--- src/rtl/sram_like_arbiter.sv ---
// Two-master sram-like arbiter: merges the inst and data channels onto one shared sram-like port, one transaction in flight.
// Define ARB_RR_EN for round-robin tie breaking; otherwise data has fixed priority over inst.
module sram_like_arbiter #(
  parameter  int unsigned ADDR_W = 32,
  parameter  int unsigned DATA_W = 32,
  localparam int unsigned STRB_W = DATA_W / 8
) (
  input  logic              clk,
  input  logic              reset,
  input  logic              inst_req,
  input  logic [ADDR_W-1:0] inst_addr,
  output logic              inst_addr_ok,
  output logic              inst_data_ok,
  output logic [DATA_W-1:0] inst_rdata,
  input  logic              data_req,
  input  logic              data_wr,
  input  logic [STRB_W-1:0] data_wstrb,
  input  logic [ADDR_W-1:0] data_addr,
  input  logic [DATA_W-1:0] data_wdata,
  output logic              data_addr_ok,
  output logic              data_data_ok,
  output logic [DATA_W-1:0] data_rdata,
  output logic              mem_req,
  output logic              mem_wr,
  output logic [STRB_W-1:0] mem_wstrb,
  output logic [ADDR_W-1:0] mem_addr,
  output logic [DATA_W-1:0] mem_wdata,
  input  logic              mem_addr_ok,
  input  logic              mem_data_ok,
  input  logic [DATA_W-1:0] mem_rdata
);

  typedef enum logic [1:0] {
    ST_IDLE = 2'd0,
    ST_REQ  = 2'd1,
    ST_RESP = 2'd2
  } state_t;

  typedef enum logic [1:0] {
    GNT_NONE = 2'd0,
    GNT_INST = 2'd1,
    GNT_DATA = 2'd2
  } grant_t;

  state_t state_q, state_d;
  grant_t grant_q, grant_d;
  logic   pick_data;

`ifdef ARB_RR_EN
  // 1 = data channel won the most recent grant
  logic rr_last_data_q, rr_last_data_d;
`endif

  // State, grant and round-robin history registers
  always_ff @(posedge clk) begin
    if (reset) begin
      state_q        <= ST_IDLE;
      grant_q        <= GNT_NONE;
`ifdef ARB_RR_EN
      rr_last_data_q <= 1'b0;
`endif
    end else begin
      state_q        <= state_d;
      grant_q        <= grant_d;
`ifdef ARB_RR_EN
      rr_last_data_q <= rr_last_data_d;
`endif
    end
  end

  // Next-state, arbitration and channel steering
  always_comb begin
    state_d      = state_q;
    grant_d      = grant_q;
    pick_data    = 1'b0;
    mem_req      = 1'b0;
    mem_wr       = 1'b0;
    mem_wstrb    = '0;
    mem_addr     = '0;
    mem_wdata    = '0;
    inst_addr_ok = 1'b0;
    inst_data_ok = 1'b0;
    inst_rdata   = '0;
    data_addr_ok = 1'b0;
    data_data_ok = 1'b0;
    data_rdata   = '0;
`ifdef ARB_RR_EN
    rr_last_data_d = rr_last_data_q;
    // On a tie the channel that did not win last time takes the grant
    pick_data      = data_req && (!inst_req || !rr_last_data_q);
`else
    pick_data      = data_req;
`endif

    unique case (state_q)
      ST_IDLE: begin
        if (inst_req || data_req) begin
          state_d = ST_REQ;
          grant_d = pick_data ? GNT_DATA : GNT_INST;
`ifdef ARB_RR_EN
          rr_last_data_d = pick_data;
`endif
        end
      end

      ST_REQ: begin
        mem_req = 1'b1;
        if (grant_q == GNT_DATA) begin
          mem_wr    = data_wr;
          mem_wstrb = data_wstrb;
          mem_addr  = data_addr;
          mem_wdata = data_wdata;
        end else begin
          mem_addr  = inst_addr;
        end
        if (mem_addr_ok) begin
          state_d      = ST_RESP;
          inst_addr_ok = (grant_q == GNT_INST);
          data_addr_ok = (grant_q == GNT_DATA);
        end
      end

      ST_RESP: begin
        if (mem_data_ok) begin
          state_d = ST_IDLE;
          grant_d = GNT_NONE;
          if (grant_q == GNT_DATA) begin
            data_data_ok = 1'b1;
            data_rdata   = mem_rdata;
          end else begin
            inst_data_ok = 1'b1;
            inst_rdata   = mem_rdata;
          end
        end
      end

      default: begin
        state_d = ST_IDLE;
        grant_d = GNT_NONE;
      end
    endcase
  end

endmodule

--- config.mk ---
export PLATFORM = sky130hd
export DESIGN_NAME = sram_like_arbiter
export DESIGN_NICKNAME = d
export VERILOG_FILES = /design/src/rtl/sram_like_arbiter.sv
export SDC_FILE = /design/constraint.sdc
export NUM_CORES = 1
export LEC_CHECK = 0
export CORE_AREA = 2 2 109 111
export DETAILED_ROUTE_END_ITERATION = 8
export DIE_AREA = 0 0 111 113
export GPL_TIMING_DRIVEN = 0
export PLACE_DENSITY = 0.57
export SYNTH_ARGS = -nofsm -noshare
export SYNTH_HDL_FRONTEND = slang
export SYNTH_SLANG_ARGS = --single-unit
--- constraint.sdc ---
create_clock -name clk -period 1.4 [get_ports clk]
set_clock_uncertainty 0.1 [all_clocks]
set_input_delay 0.28 -clock clk [delete_from_list [all_inputs] [get_ports clk]]
set_output_delay 0.28 -clock clk [all_outputs]
set_load 0.02 [all_outputs]
Word level (Yosys, flattened, before mapping)
Cells that the tools add are included.

storage, ports and cells
  register bits = 4
  output and inout bits = 138

cells by class
  eq/ne operators = 7
  reductions and logical operators = 4
  bitwise operators = 1
  multiplexer cells = 32

operators with widths
  kind                count
  $mux 32             10
  $mux 1              13
  $pmux 2 s3          2
  $mux 2              5
  $mux 4              2
  $ne 2x2->1 const B  3
  $reduce_and 3->1    2
  $eq 2x1->1 const B  2
  $eq 2x2->1 const B  2
  $logic_not 2->1     1
  $logic_or 1x1->1    1
  $not 1->1           1

Logic depth before layout (Yosys ltp)
Gate-level depths: netlist of run 1.

  word-level depth = 4
  mapped depth = 6
  gate-level depth less buffers = 4

Worst setup path after synthesis of run 1
No wires, ideal clock.

  kind = reg-to-output
  from = register state_q[1]
  to = output port inst_addr_ok
  setup slack = -0.334 ns
  cell stages (with the launch flop) = 7
  data arrival time = 1.354 ns
  cells stage by stage = dfxtp_1 -> nand2b_1 -> buf_2 -> inv_2 -> buf_2 -> nand2_1 -> nor3_1

between the ends
  longest elaborated chain between the ends = 2

RTL lines
  item                    line  source
  from (decl)             45    state_t state_q, state_d;
  from (signal assigned)  63    state_q <= state_d;
  $eq 2x1->1              95    unique case (state_q)
  $mux 1                  95
  to (decl)               12    output logic inst_addr_ok,

Every way passes these cells.

Worst setup path after layout of run 1
  from = register state_q[0]
  to = output port data_rdata[15]

between the ends
  longest elaborated chain between the ends = 2

RTL lines
  item        line  source
  $eq 2x2->1  95
  $mux 32     95
  to (decl)   22    output logic [DATA_W-1:0] data_rdata,

Every way passes these cells.

==> impl_metrics.csv, run 1 <==
group,metric,value,unit
synthesis,yosysTopAreaCell,"and2_1",
critical_path,r2r_slack,0.16,ns
synthesis,synth_top_area_frac,0.286,
floorplanning,coreArea,11300,µm²
placed_design,dp_slack,-1.17,ns
synthesis,syn_avg_cell_area,5.53,µm²
global_route,grt_max_degree,11,
power,power.density,396,nW/µm²
critical_path,path_cells,"nand3b_1 -> nor2_4 -> buf_6 -> clkbuf_16 -> and2_4 -> buf_6",
synthesis,postSynthCellCount,253,
synthesis,synthTopCellsByArea,"and2_1 (29%), nand2_1 (18%), and3_1 (17%), a21oi_1 (12%), dfxtp_1 (5.7%)",
floorplanning,die_area,12500,µm²
finish,areaGrowthSynthToFinish,314,%
finish,fin_area,5790,µm²
placed_design,io_buffers,276,
worst_hold_path,hp-class,"register to register",
clock_tree,h-tree-depth,1,
finish,final_cell_count_no_fill,702,
placed_design,detailed_place.area,4930,µm²
global_route,overflow,0,
critical_path,cp_common_cell,"buf_6",
synthesis,synth_cell_types,24,
critical_path,arrival,1.55,ns
clock_tree,root_buffer,"clkbuf_16",
global_route,grt_pass1_wl,15600,µm
clock_tree,cts_tree,"built",
floorplanning,fp.dieH,113,µm
critical_path,crit_type,"register to output port",
synthesis,syn-num-nets,392,
clock_tree,cts.clk_slew.worst_paths,0.03,ns
floorplanning,start_util,0.124,
sta,hold_viol,0,
floorplanning,io_pins,277,
placed_design,place_hpwl,8440,µm
power,p_total,2.29,mW
sta,fin_tns_setup,-61.40,ns
critical_path,cp-end-kind,"output port",
sta,setup-violations-final,138,
sta,fmaxAchievable,517,MHz
sta,finalMaxSlewViolations,0,
drt,routed_wl,10600,µm
power,ir_worst_vdd,0.315,mV
clock_tree,holdBufCountCts,0,
finish,final_common_cell,"clkdlybuf4s50_1",
critical_path,r2r_start,"state_q[1]",
sta,maxSlewHeadroom,0.791,
critical_path,crit_fanout,10,
critical_path,cp_slowest_stage_delay,0.34,ns
floorplanning,die_x,111,µm
outcome,outcome,"complete, but fails checks",
finish,post_route_cells_drive_above_1_share,0.623,
power,leakage,2.58,nW
floorplanning,rows,39,
drt,wl_per_cell,15.1,µm
clock_tree,cts_buffers,3,
clock_tree,cts.sinks,4,
placed_design,dp_cells,672,
sta,worst_pin_slew,0.305,ns
synthesis,yosysWarnings,0,
critical_path,critPathSlowestCell,"dfxtp_4",
sta,grt_setup_unrepaired,"true",
drt,drt_iter0_markers,90,
critical_path,cp.required,1.02,ns
finish,antenna_cells,0,
drt,vias,2917,
drt,drtPass1Iterations,6,
sta,setup_slack,-0.532,ns
global_route,antenna_found_initial,0,
sta,fin_crit_sh,1.38,
synthesis,yosysSeqAreaShare,0.0572,
clock_tree,worstSkewPairLatency,0.22,ns
finish,nets,700,
worst_hold_path,hold_start,"state_q[1]",
worst_hold_path,hold_end,"state_q[0]",
synthesis,netlist_area,1400,µm²
critical_path,cp-start-kind,"register",
drt,drcViolationCount,0,
critical_path,worst_r2r_path_depth,6,
worst_hold_path,holdPathStages,1,
global_route,grt.total_usage,0.152,
synthesis,ys_ff_latch,4,
clock_tree,cts_buffer_depth,2,
finish,layout_common_cells,"clkdlybuf4s50_1 (137), buf_6 (129), and2_4 (61)",
global_route,grt_pass1_vias,2960,
drt,detail-route-antenna-nets,0,
sta,whs,0.373,ns
outcome,violations,"setup timing",
placed_design,place_congestion,0.882,
sta,fin_crit,1.93,ns
finish,fin_util,0.514,
job,cap_viol_max_count,0,
drt,viasPerCell,4.16,
critical_path,r2r_end,"state_q[1]",
-- power by group --
group	switching (mW)	internal, mW
Combinational	0.741	0.967
Sequential	0.0129	0.123
Clock	0.0824	0.365
-- how the worst max path moves through the flow --
stage	from	to	slack (ns)
final	state_q[0]	data_rdata[15]	-0.53
after detailed placement	mem_data_ok	inst_rdata[23]	-1.17
after CTS	state_q[0]	data_rdata[12]	-0.54
after global placement	mem_data_ok	inst_rdata[23]	-1.15
after floorplan	grant_q[1]	mem_addr[22]	-0.11
after global routing	state_q[0]	data_rdata[12]	-0.59
-- logic make-up after synthesis --
family,synth area share
AOI/OAI and AO/OA,0.151
buffers and inverters,0.106
DFF,0.0572
and+or+nand+nor,0.686
-- worst max-delay path, delay by kind of cell (launching register included) --
| family | cells | cell delay, ns |
|---|---|---|
| flip-flops | 1 | 0.34 |
| buffers and inverters | 3 | 0.39 |
| AND/OR/NAND/NOR | 3 | 0.59 |
-- registers in the layout, indices dropped and copies added, names as in the netlist --
| signal | count |
|---|---|
| state_q | 2 |
| grant_q | 2 |
-- cell usage after synthesis, drive strengths merged --
library cell   n
nand2         66
nor3           2
and3          37
buf           13
inv            4
a21oi         34
dfxtp          4
a211o          2
and2          64
a31oi          1
nand3b         2
a2111oi        1
nand2b         2
nor2b          2
a32oi          1
nor2           4
clkbuf        13
nand3          1
-- timing repair --
action / in CTS / in global routing
pin swaps: 10 / 14
gates cloned: 9 / 1
setup buffers: 9 / 10
endpoints found under the hold margin: 0 / 0
setup endpoints to repair: 138 / 138
resized for setup: 871 / 71
-- area by class of cell --
cell class,count,area (µm²)
inverter,4,22.5
tap,143,179
clock buffer,3,75.1
timing repair buffer,304,3190
multi-input combinational,219,1850
fill,1071,5480
buffer,25,378
sequential,4,95.1
-- per-layer routing --
metal | wire, µm | track usage
met5 | 0 | 0
met4 | 95 | 0.0217
met3 | 1030 | 0.0455
met2 | 5760 | 0.306
met1 | 3710 | 0.159
Note: power is estimated with default switching activity, not from simulation.
==> run 2: changes to the inputs <==
Settings changed: CAP_MARGIN set to 20, CTS_CLUSTER_DIAMETER set to 30.
==> results of run 2 <==
Same layout as run 1: the final DEF is identical, and so are final timing and power.
==> run 3: changes to the inputs <==
Settings changed: SKIP_CTS_REPAIR_TIMING set to 1.
==> run 3 against run 2 <==
The run still ends with setup timing left. Utilization is essentially flat. Cell area hardly changed. Clock power about the same. Worst setup slack worse by 0.0074 ns. Count of clock-buffer cells in the layout is the same. First-iteration DRC count down 57%. Sequential power barely moved. Combinational power about the same. Power up 0.62%. Largest cell class unchanged. Largest power group unchanged.
==> impl_metrics.csv, run 3 (synthesis gave the netlist of run 1 again) <==
group,metric,value,unit
outcome,outcome,"complete, but fails checks",
outcome,violations,"setup timing",
finish,fin_util,0.513,
clock_tree,root_buffer,"clkbuf_16",
clock_tree,cts_tree,"built",
drt,viasPerCell,4.18,
power,leakage,2.61,nW
floorplanning,fp.dieH,113,µm
sta,fmaxAchievable,516,MHz
clock_tree,h-tree-depth,1,
placed_design,place_congestion,0.882,
sta,hold_viol,0,
clock_tree,cts.clk_slew.worst_paths,0.03,ns
sta,setup-violations-final,138,
clock_tree,cts_buffer_depth,2,
critical_path,crit_type,"register to output port",
sta,finalMaxSlewViolations,0,
job,cap_viol_max_count,0,
drt,vias,2958,
drt,routed_wl,10700,µm
global_route,antenna_found_initial,0,
critical_path,cp_slowest_stage_delay,0.36,ns
global_route,grt.total_usage,0.141,
sta,setup_slack,-0.540,ns
placed_design,place_hpwl,8440,µm
sta,maxSlewHeadroom,0.793,
floorplanning,die_x,111,µm
critical_path,cp-end-kind,"output port",
critical_path,cp.required,1.02,ns
drt,drtPass1Iterations,4,
power,ir_worst_vdd,0.308,mV
finish,layout_common_cells,"clkdlybuf4s50_1 (137), buf_6 (103), and2_4 (61)",
global_route,grt_max_degree,11,
sta,fin_crit,1.94,ns
placed_design,io_buffers,276,
finish,post_route_cells_drive_above_1_share,0.639,
finish,nets,706,
critical_path,arrival,1.56,ns
clock_tree,cts_buffers,3,
finish,top_regs,"grant_q (2), state_q (2)",
finish,antenna_cells,0,
critical_path,crit_family,"buffers and inverters",
drt,drt_iter0_markers,39,
critical_path,path_cells,"nor2b_4 -> buf_4 -> clkbuf_16 -> buf_8 -> nand2_1 -> a21oi_2 -> buf_6",
critical_path,cp-start-kind,"register",
finish,final_common_cell,"clkdlybuf4s50_1",
sta,fin_crit_sh,1.39,
floorplanning,rows,39,
floorplanning,io_pins,277,
finish,fillers,1087,
critical_path,critPathSlowestCell,"dfxtp_4",
floorplanning,die_area,12500,µm²
global_route,grt_pass1_vias,2826,
clock_tree,worstSkewPairLatency,0.22,ns
global_route,grt_pass1_wl,14500,µm
sta,fin_tns_setup,-64.24,ns
placed_design,detailed_place.area,4930,µm²
clock_tree,cts.sinks,4,
worst_hold_path,hp-class,"input pin to register",
global_route,overflow,0,
floorplanning,coreArea,11300,µm²
drt,wl_per_cell,15.0,µm
sta,worst_pin_slew,0.303,ns
drt,drcViolationCount,0,
finish,areaGrowthSynthToFinish,314,%
floorplanning,start_util,0.124,
drt,detail-route-antenna-nets,0,
placed_design,dp_slack,-1.17,ns
power,power.density,398,nW/µm²
finish,fin_area,5790,µm²
sta,grt_setup_unrepaired,"true",
critical_path,crit_fanout,10,
critical_path,worst-path-buf-inv,4,
==> run 3: cell count changes in the layout (fill, tap and decap cells not counted), moves of 7 or more <==
cell	previous run	this run
nand2_2	5	17
clkbuf_16	7	15
buf_4	36	59
buf_8	12	19
buf_6	129	103
==> run 3: worst paths after layout <==
path	start	slack [ns]	to	depth (start not counted)
worst max-delay path	grant_q[1]	-0.54	mem_addr[3]	7
worst min-delay path	mem_data_ok	0.32	state_q[1]	4
worst max register to register	state_q[1]	0.15	state_q[1]	6
worst min register to register	state_q[1]	0.37	state_q[0]	1
==> run 3: layout make-up <==
type                       instances  area (µm²)  area share
tap                              143         179      0.0309
clock buffer                       3        75.1      0.0130
buffer                            26         368      0.0636
inverter                           4        22.5     0.00389
timing repair buffer             309        3270       0.565
sequential                         4        95.1      0.0164
multi-input combinational        219        1780       0.307
==> run 3: per-stage QoR <==
| step | hold slack [ns] | power, mW | cells |
|---|---|---|---|
| 5_1_grt | 0.380 | 2.43 | 708 |
| 2_1_floorplan | 0.242 | 0.792 | 253 |
| 6_report | 0.324 | 2.31 | 708 |
| 3_3_place_gp | 0.382 | 1.52 | 672 |
| 3_5_place_dp | 0.394 | 1.53 | 672 |
| 4_1_cts | 0.390 | 1.99 | 675 |
==> run 3: worst min-delay path, stage by stage <==
cell and delay [ns]:
dlymetal6s2s_1 0.11, nor2b_1 0.07, nand2_1 0.07, a21oi_1 0.07
==> run 3: per-layer routing <==
layer | share of wire | up-vias | global-route usage | wire [µm]
met2 | 0.53 | 170 | 0.274 | 5680
met5 | 0 | - | 0 | 0
met1 | 0.35 | 1322 | 0.146 | 3760
li1 | - | 1454 | - | -
met3 | 0.10 | 12 | 0.0525 | 1070
met4 | 0.013 | 0 | 0.0267 | 140
==> run 3: power by group <==
part	switching (mW)	internal [mW]
Clock	0.0811	0.365
Combinational	0.720	1.00
Sequential	0.0143	0.123
Total	0.816	1.49
